==> src/rtl/pipe_pkg.sv <==
// Shared definitions for the pipeline hazard controller.
// Provides the matrix-unit occupancy state type, the register index width,
// the default matrix latency, and the x0 register index.
package pipe_pkg;

  localparam int unsigned REG_IDX_W       = 5;
  localparam int unsigned MAT_LAT_DEFAULT = 4;

  // x0 is hardwired to zero, so a write to it can never create a RAW hazard.
  localparam logic [REG_IDX_W-1:0] REG_X0 = '0;

  typedef enum logic {
    IDLE = 1'b0,
    BUSY = 1'b1
  } mat_state_e;

endpackage

==> src/rtl/mat_occupancy_tracker.sv <==
// Matrix-unit occupancy tracker.
// Tracks whether the multi-cycle matrix unit is occupied. An issue reloads
// the countdown with MAT_LAT-1. The unit is released once the count reaches 0.
// Ports:
//   clk          clock
//   rst          synchronous reset, active-low
//   issue        a matrix op advances from ID into EX on this edge
//   id_is_matrix instruction in ID is a matrix op
//   mat_busy     unit occupied (forced low during reset)
//   struct_hz    structural hazard: matrix op in ID while unit still counting
module mat_occupancy_tracker
  import pipe_pkg::*;
#(
  parameter int unsigned MAT_LAT = MAT_LAT_DEFAULT,
  parameter int unsigned CNT_W   = 8
) (
  input  logic clk,
  input  logic rst,
  input  logic issue,
  input  logic id_is_matrix,
  output logic mat_busy,
  output logic struct_hz
);

  localparam logic [CNT_W-1:0] CNT_RELOAD = CNT_W'(MAT_LAT - 1);

  mat_state_e       state_q, state_d;
  logic [CNT_W-1:0] cnt_q, cnt_d;

  // State register
  always_ff @(posedge clk) begin
    if (!rst) begin
      state_q <= IDLE;
      cnt_q   <= '0;
    end else begin
      state_q <= state_d;
      cnt_q   <= cnt_d;
    end
  end

  // Next-state logic. A reload at cnt==0 keeps BUSY, giving back-to-back ops
  // spaced exactly MAT_LAT cycles apart.
  always_comb begin
    state_d = state_q;
    cnt_d   = cnt_q;
    if (issue) begin
      state_d = BUSY;
      cnt_d   = CNT_RELOAD;
    end else if (state_q == BUSY) begin
      if (cnt_q == '0) begin
        state_d = IDLE;
      end else begin
        cnt_d = cnt_q - CNT_W'(1);
      end
    end
  end

  // Output logic
  always_comb begin
    mat_busy  = rst & (state_q == BUSY);
    struct_hz = id_is_matrix & mat_busy & (cnt_q != '0);
  end

endmodule

==> src/rtl/pipe_hazard_ctrl.sv <==
// Stall/flush controller for the 5-stage pipeline (owns IF/ID and ID/EX).
// Detects load-use hazards, taken-branch redirects, and structural hazards
// on the multi-cycle matrix unit. All control outputs are combinational.
// Ports:
//   clk, rst                   clock, synchronous active-low reset
//   id_rs1/id_rs2 (+_used)     source registers of the instruction in ID
//   id_is_matrix               instruction in ID is a matrix op
//   ex_rd, ex_mem_read         destination/load flag of the instruction in EX
//   ex_br_taken                branch/jump in EX resolved taken
//   pc_stall, if_id_stall      hold PC / IF/ID register
//   if_id_flush, id_ex_flush   clear IF/ID / load a bubble into ID/EX
//   mat_busy                   matrix unit occupied
// Optional (macro HAZ_PERF_CNT_EN):
//   perf_stall_cnt             cycles with pc_stall=1 (wraps at 2^32)
//   perf_flush_cnt             out-of-reset cycles with if_id_flush=1
module pipe_hazard_ctrl
  import pipe_pkg::*;
#(
  parameter int unsigned MAT_LAT = MAT_LAT_DEFAULT,
  parameter int unsigned CNT_W   = 8
) (
  input  logic       clk,
  input  logic       rst,
  input  logic [4:0] id_rs1,
  input  logic [4:0] id_rs2,
  input  logic       id_rs1_used,
  input  logic       id_rs2_used,
  input  logic       id_is_matrix,
  input  logic [4:0] ex_rd,
  input  logic       ex_mem_read,
  input  logic       ex_br_taken,
  output logic       pc_stall,
  output logic       if_id_stall,
  output logic       if_id_flush,
  output logic       id_ex_flush,
  output logic       mat_busy
`ifdef HAZ_PERF_CNT_EN
  ,
  output logic [31:0] perf_stall_cnt,
  output logic [31:0] perf_flush_cnt
`endif
);

  logic load_use;
  logic struct_hz;
  logic redirect;
  logic issue;

  always_comb begin
    load_use = ex_mem_read & (ex_rd != REG_X0) &
               ((id_rs1_used & (id_rs1 == ex_rd)) |
                (id_rs2_used & (id_rs2 == ex_rd)));
    redirect = ex_br_taken;
  end

  // Redirect wins over stalls: the ID instruction is killed anyway.
  always_comb begin
    pc_stall    = 1'b0;
    if_id_stall = 1'b0;
    if_id_flush = 1'b0;
    id_ex_flush = 1'b0;
    if (!rst) begin
      if_id_flush = 1'b1;
      id_ex_flush = 1'b1;
    end else if (redirect) begin
      if_id_flush = 1'b1;
      id_ex_flush = 1'b1;
    end else if (load_use | struct_hz) begin
      pc_stall    = 1'b1;
      if_id_stall = 1'b1;
      id_ex_flush = 1'b1;
    end
  end

  // A matrix op only issues when ID actually advances into EX.
  always_comb begin
    issue = id_is_matrix & ~id_ex_flush & rst;
  end

  mat_occupancy_tracker #(
    .MAT_LAT (MAT_LAT),
    .CNT_W   (CNT_W)
  ) u_mat_occ (
    .clk          (clk),
    .rst          (rst),
    .issue        (issue),
    .id_is_matrix (id_is_matrix),
    .mat_busy     (mat_busy),
    .struct_hz    (struct_hz)
  );

`ifdef HAZ_PERF_CNT_EN
  logic [31:0] perf_stall_q;
  logic [31:0] perf_flush_q;

  always_ff @(posedge clk) begin
    if (!rst) begin
      perf_stall_q <= '0;
      perf_flush_q <= '0;
    end else begin
      if (pc_stall)    perf_stall_q <= perf_stall_q + 32'd1;
      if (if_id_flush) perf_flush_q <= perf_flush_q + 32'd1;
    end
  end

  assign perf_stall_cnt = perf_stall_q;
  assign perf_flush_cnt = perf_flush_q;
`endif

endmodule

==> config.mk <==
export PLATFORM = sky130hd
export DESIGN_NAME = pipe_hazard_ctrl
export DESIGN_NICKNAME = d
export VERILOG_FILES = /design/src/rtl/pipe_pkg.sv /design/src/rtl/mat_occupancy_tracker.sv /design/src/rtl/pipe_hazard_ctrl.sv
export SDC_FILE = /design/constraint.sdc
export NUM_CORES = 1
export LEC_CHECK = 0
export BUFFER_PORTS_ARGS = -buffer_cell sky130_fd_sc_hd__buf_2
export CAP_MARGIN = 20
export CORE_UTILIZATION = 41
export CTS_CLUSTER_DIAMETER = 120
export DETAILED_ROUTE_END_ITERATION = 8
export MAX_ROUTING_LAYER = met4
export PLACE_DENSITY = 0.73
export SYNTH_ARGS = -nofsm -noshare
export SYNTH_HDL_FRONTEND = slang
export SYNTH_SLANG_ARGS = --single-unit
==> constraint.sdc <==
create_clock -name clk -period 1.5 [get_ports clk]
set_input_delay 0.075 -clock clk [delete_from_list [all_inputs] [get_ports clk]]
set_output_delay 0.075 -clock clk [all_outputs]
set_load 0.02 [all_outputs]
==> impl_metrics.toml <==
[outcome]
outcome = "finished with violations"
failed_checks = "setup timing"

[synthesis]
netlist_instances = 81
post_synth_instance_area_um2 = 651
ys_seq_area_share_pct = 27.7
ys_ff_latch = 9
ys_top_cells_by_area = "dfxtp_1, xor2_1, mux2i_1"
post-synth-top-area-cell = "dfxtp_1"
synth_top_area_share_pct = 27.7
ys.warnings.count = 0
mappedNetlistNets = 105
synth.distinct_cells = 31
synth_edf_count = 0
ys_dominant_reg_cell = "dfxtp_1"
synth.avg_cell_area_um2 = 8.03
synthArstFlopShare_pct = 0

[timing]
final_min_period_over_clock_period_pct = 111
maxSlewHeadroom_pct = 80.9
maxSlewViolCount = 0
final_hold_viol_count = 0
clock-skew-final_ps = 2.33
layout_setup_ws_ps = -171
min_period_ps = 1670
maxClockFrequency_mhz = 599
setup_viol = 5
tightestPinTransition_ps = 287
rsz0062_at_grt = "yes"

[floorplanning]
die_area_um2 = 1750
fp.dieW_um = 41.8
coreArea_um2 = 1490
die-height_um = 41.8
initial_utilization_pct = 43.7
rows = 14
ioPinCount = 27

[global_routing]
gr_overflow_total = 0
global_route_wire_length_before_repair_um = 2490
largest_net_degree_at_the_start_of_global_routing = 10
track_usage_pct = 18.6
antenna_found_initial = 0
first_global_vias = 626

[critical_path]
crit_required_ps = 1420
cp-start-kind = "flip-flop"
timing_worst_setup_path_type = "flip-flop to primary output"
cp.arrival_ps = 1600
timing.critical_path.fanout_max = 4
critical_path.endpoint_type = "primary output"

[pwr]
peakVddDrop_mv = 0.687
power.static_leakage_nw = 0.449
power_per_cell_area_nw_per_um2 = 781

[routing]
routed_via_density = 5.24
routed_wl_um = 1510
antenna_left = 0
drc = 0
routed_wire_length_per_instance_um = 11.2
first_iter_violations = 12
firstDrtPassIters = 5
num_vias = 708

[layout]
utilization_after_layout_pct = 66.1
n_antenna_cell = 0
multiInputGateArea_um2 = 505
layout.area.seq_um2 = 183
synthToLayoutAreaGrowth_pct = 51.3
fillers = 116
finish.instance_area_um2 = 985
drive_gt1_share_pct = 47.1
nNetsFinal = 144

[flow_run]
maxCapViolations = 0

[cts]
insertion_delay_ps = 260
cts_inserted_buffers = 3
ctsHtreeMaxLevel = 1
clkSinkCount = 9
cts.clk_slew.worst_paths_ps = 60
cts_buffer_depth = 2
cts_root_buffer = "clkbuf_4"
cts_tree = "built"

[placement]
final_replace_weighted_congestion = 0.843
detailed_place_hpwl_um = 1120
dpl_cell_area_um2 = 878
placement.io_buffers = 26
detailedPlace.worstSlack_ps = -75.5

[worst_hold_path]
hold_path.class = "primary input to flip-flop"
## cell usage after synthesis (2+ instances only)
master and n:
a21oi_1 5, dfxtp_1 9, or3_1 2, nand3_1 3, clkbuf_1 2, nor3_1 5, a22oi_1 2, mux2i_1 3
inv_1 5, nand2_1 7, nor2_1 5, ha_1 2, nor4_1 2, a211oi_1 2, and2_0 2, xnor2_1 3
xor2_1 8
## metrics by stage
| step | std cells | TNS, ps | power (mW) | hold slack, ps |
|---|---|---|---|---|
| after global placement | 127 | -160 | 0.533 | 325 |
| after floorplan | 81 | -41.4 | 0.446 | 175 |
| after CTS | 133 | -338 | 0.754 | 77.9 |
| after global routing | 135 | -1190 | 0.815 | 105 |
| final | 135 | -488 | 0.769 | 79.0 |
| after detailed placement | 127 | -219 | 0.537 | 332 |
## metal layers
metal | GRT usage, % | up-vias | wire (µm)
met5 | - | - | 0
met4 | 3.87 | 0 | 14
met3 | 5.22 | 2 | 69
met2 | 28.7 | 24 | 729
met1 | 24.3 | 317 | 700
li1 | - | 365 | -
## timing repair
| item | in CTS | in global routing |
|---|---|---|
| hold buffers | 0 | 0 |
| cloned | 0 | 0 |
| buffers inserted | 2 | 2 |
| resized for setup | 11 | 4 |
| endpoints found under the setup margin | 3 | 10 |
| pin swaps | 0 | 1 |
## where the power goes
group          switching, mW  internal (mW)
combinational          0.143          0.157
clock                 0.0885          0.103
sequential            0.0183          0.260
## worst max-delay path, stage by stage (launching register included)
cell and delay [ps]:
dfxtp_2 320, inv_2 70, ha_4 130, nor3b_4 210, nand2_2 110, and2_4 170
nand2_4 60, nand4_1 90, buf_4 170
## worst paths after layout
path | from | end | slack [ps] | cells after the start
max | u_mat_occ.cnt_q[1] | id_ex_flush | -170 | 8
min | id_is_matrix | u_mat_occ.cnt_q[2] | 80 | 2
max reg2reg | u_mat_occ.cnt_q[1] | u_mat_occ.cnt_q[0] | -50 | 9
min reg2reg | u_mat_occ.cnt_q[6] | u_mat_occ.cnt_q[6] | 530 | 2
## logic make-up after synthesis
logic type                 count (synthesis)  synth area share, %
and+or+nand+nor                           34                 28.8
muxes                                      3                 4.62
buffers and inverters                      8                 5.19
AOI/OAI and AO/OA                         14                 15.0
adders and majority gates                  2                 3.85
DFF                                        9                 27.7
xor gates and xnor gates                  11                 14.8
## area by class of cell
type                            instances  share of cell area [%]
Clock buffer                            4                    2.67
Inverter                                5                    1.91
Multi-Input combinational cell         64                    51.3
Sequential cell                         9                    18.6
Tap cell                               16                    2.03
Timing Repair Buffer                   37                    23.5
## state kept, by name, summed over array words and instances (netlist names)
register / cells
u_mat_occ.cnt_q: 8
u_mat_occ.state_q: 1
## placed cells by master, fill, tap and decap left out, types with 3 or more instances in the layout
| cell | Yosys | layout |
|---|---|---|
| xor2_1 | 8 | 8 |
| nor2_1 | 5 | 5 |
| dfxtp_1 | 9 | 7 |
| buf_4 | 1 | 11 |
| nand2_1 | 7 | 5 |
| buf_6 | 0 | 3 |
| buf_2 | 0 | 23 |
| nand3_1 | 3 | 3 |
| nor3_1 | 5 | 4 |
| xnor2_1 | 3 | 3 |
| clkbuf_4 | 0 | 3 |
| inv_1 | 5 | 3 |
| mux2i_1 | 3 | 3 |
Note: power is estimated with default switching activity, not from simulation.
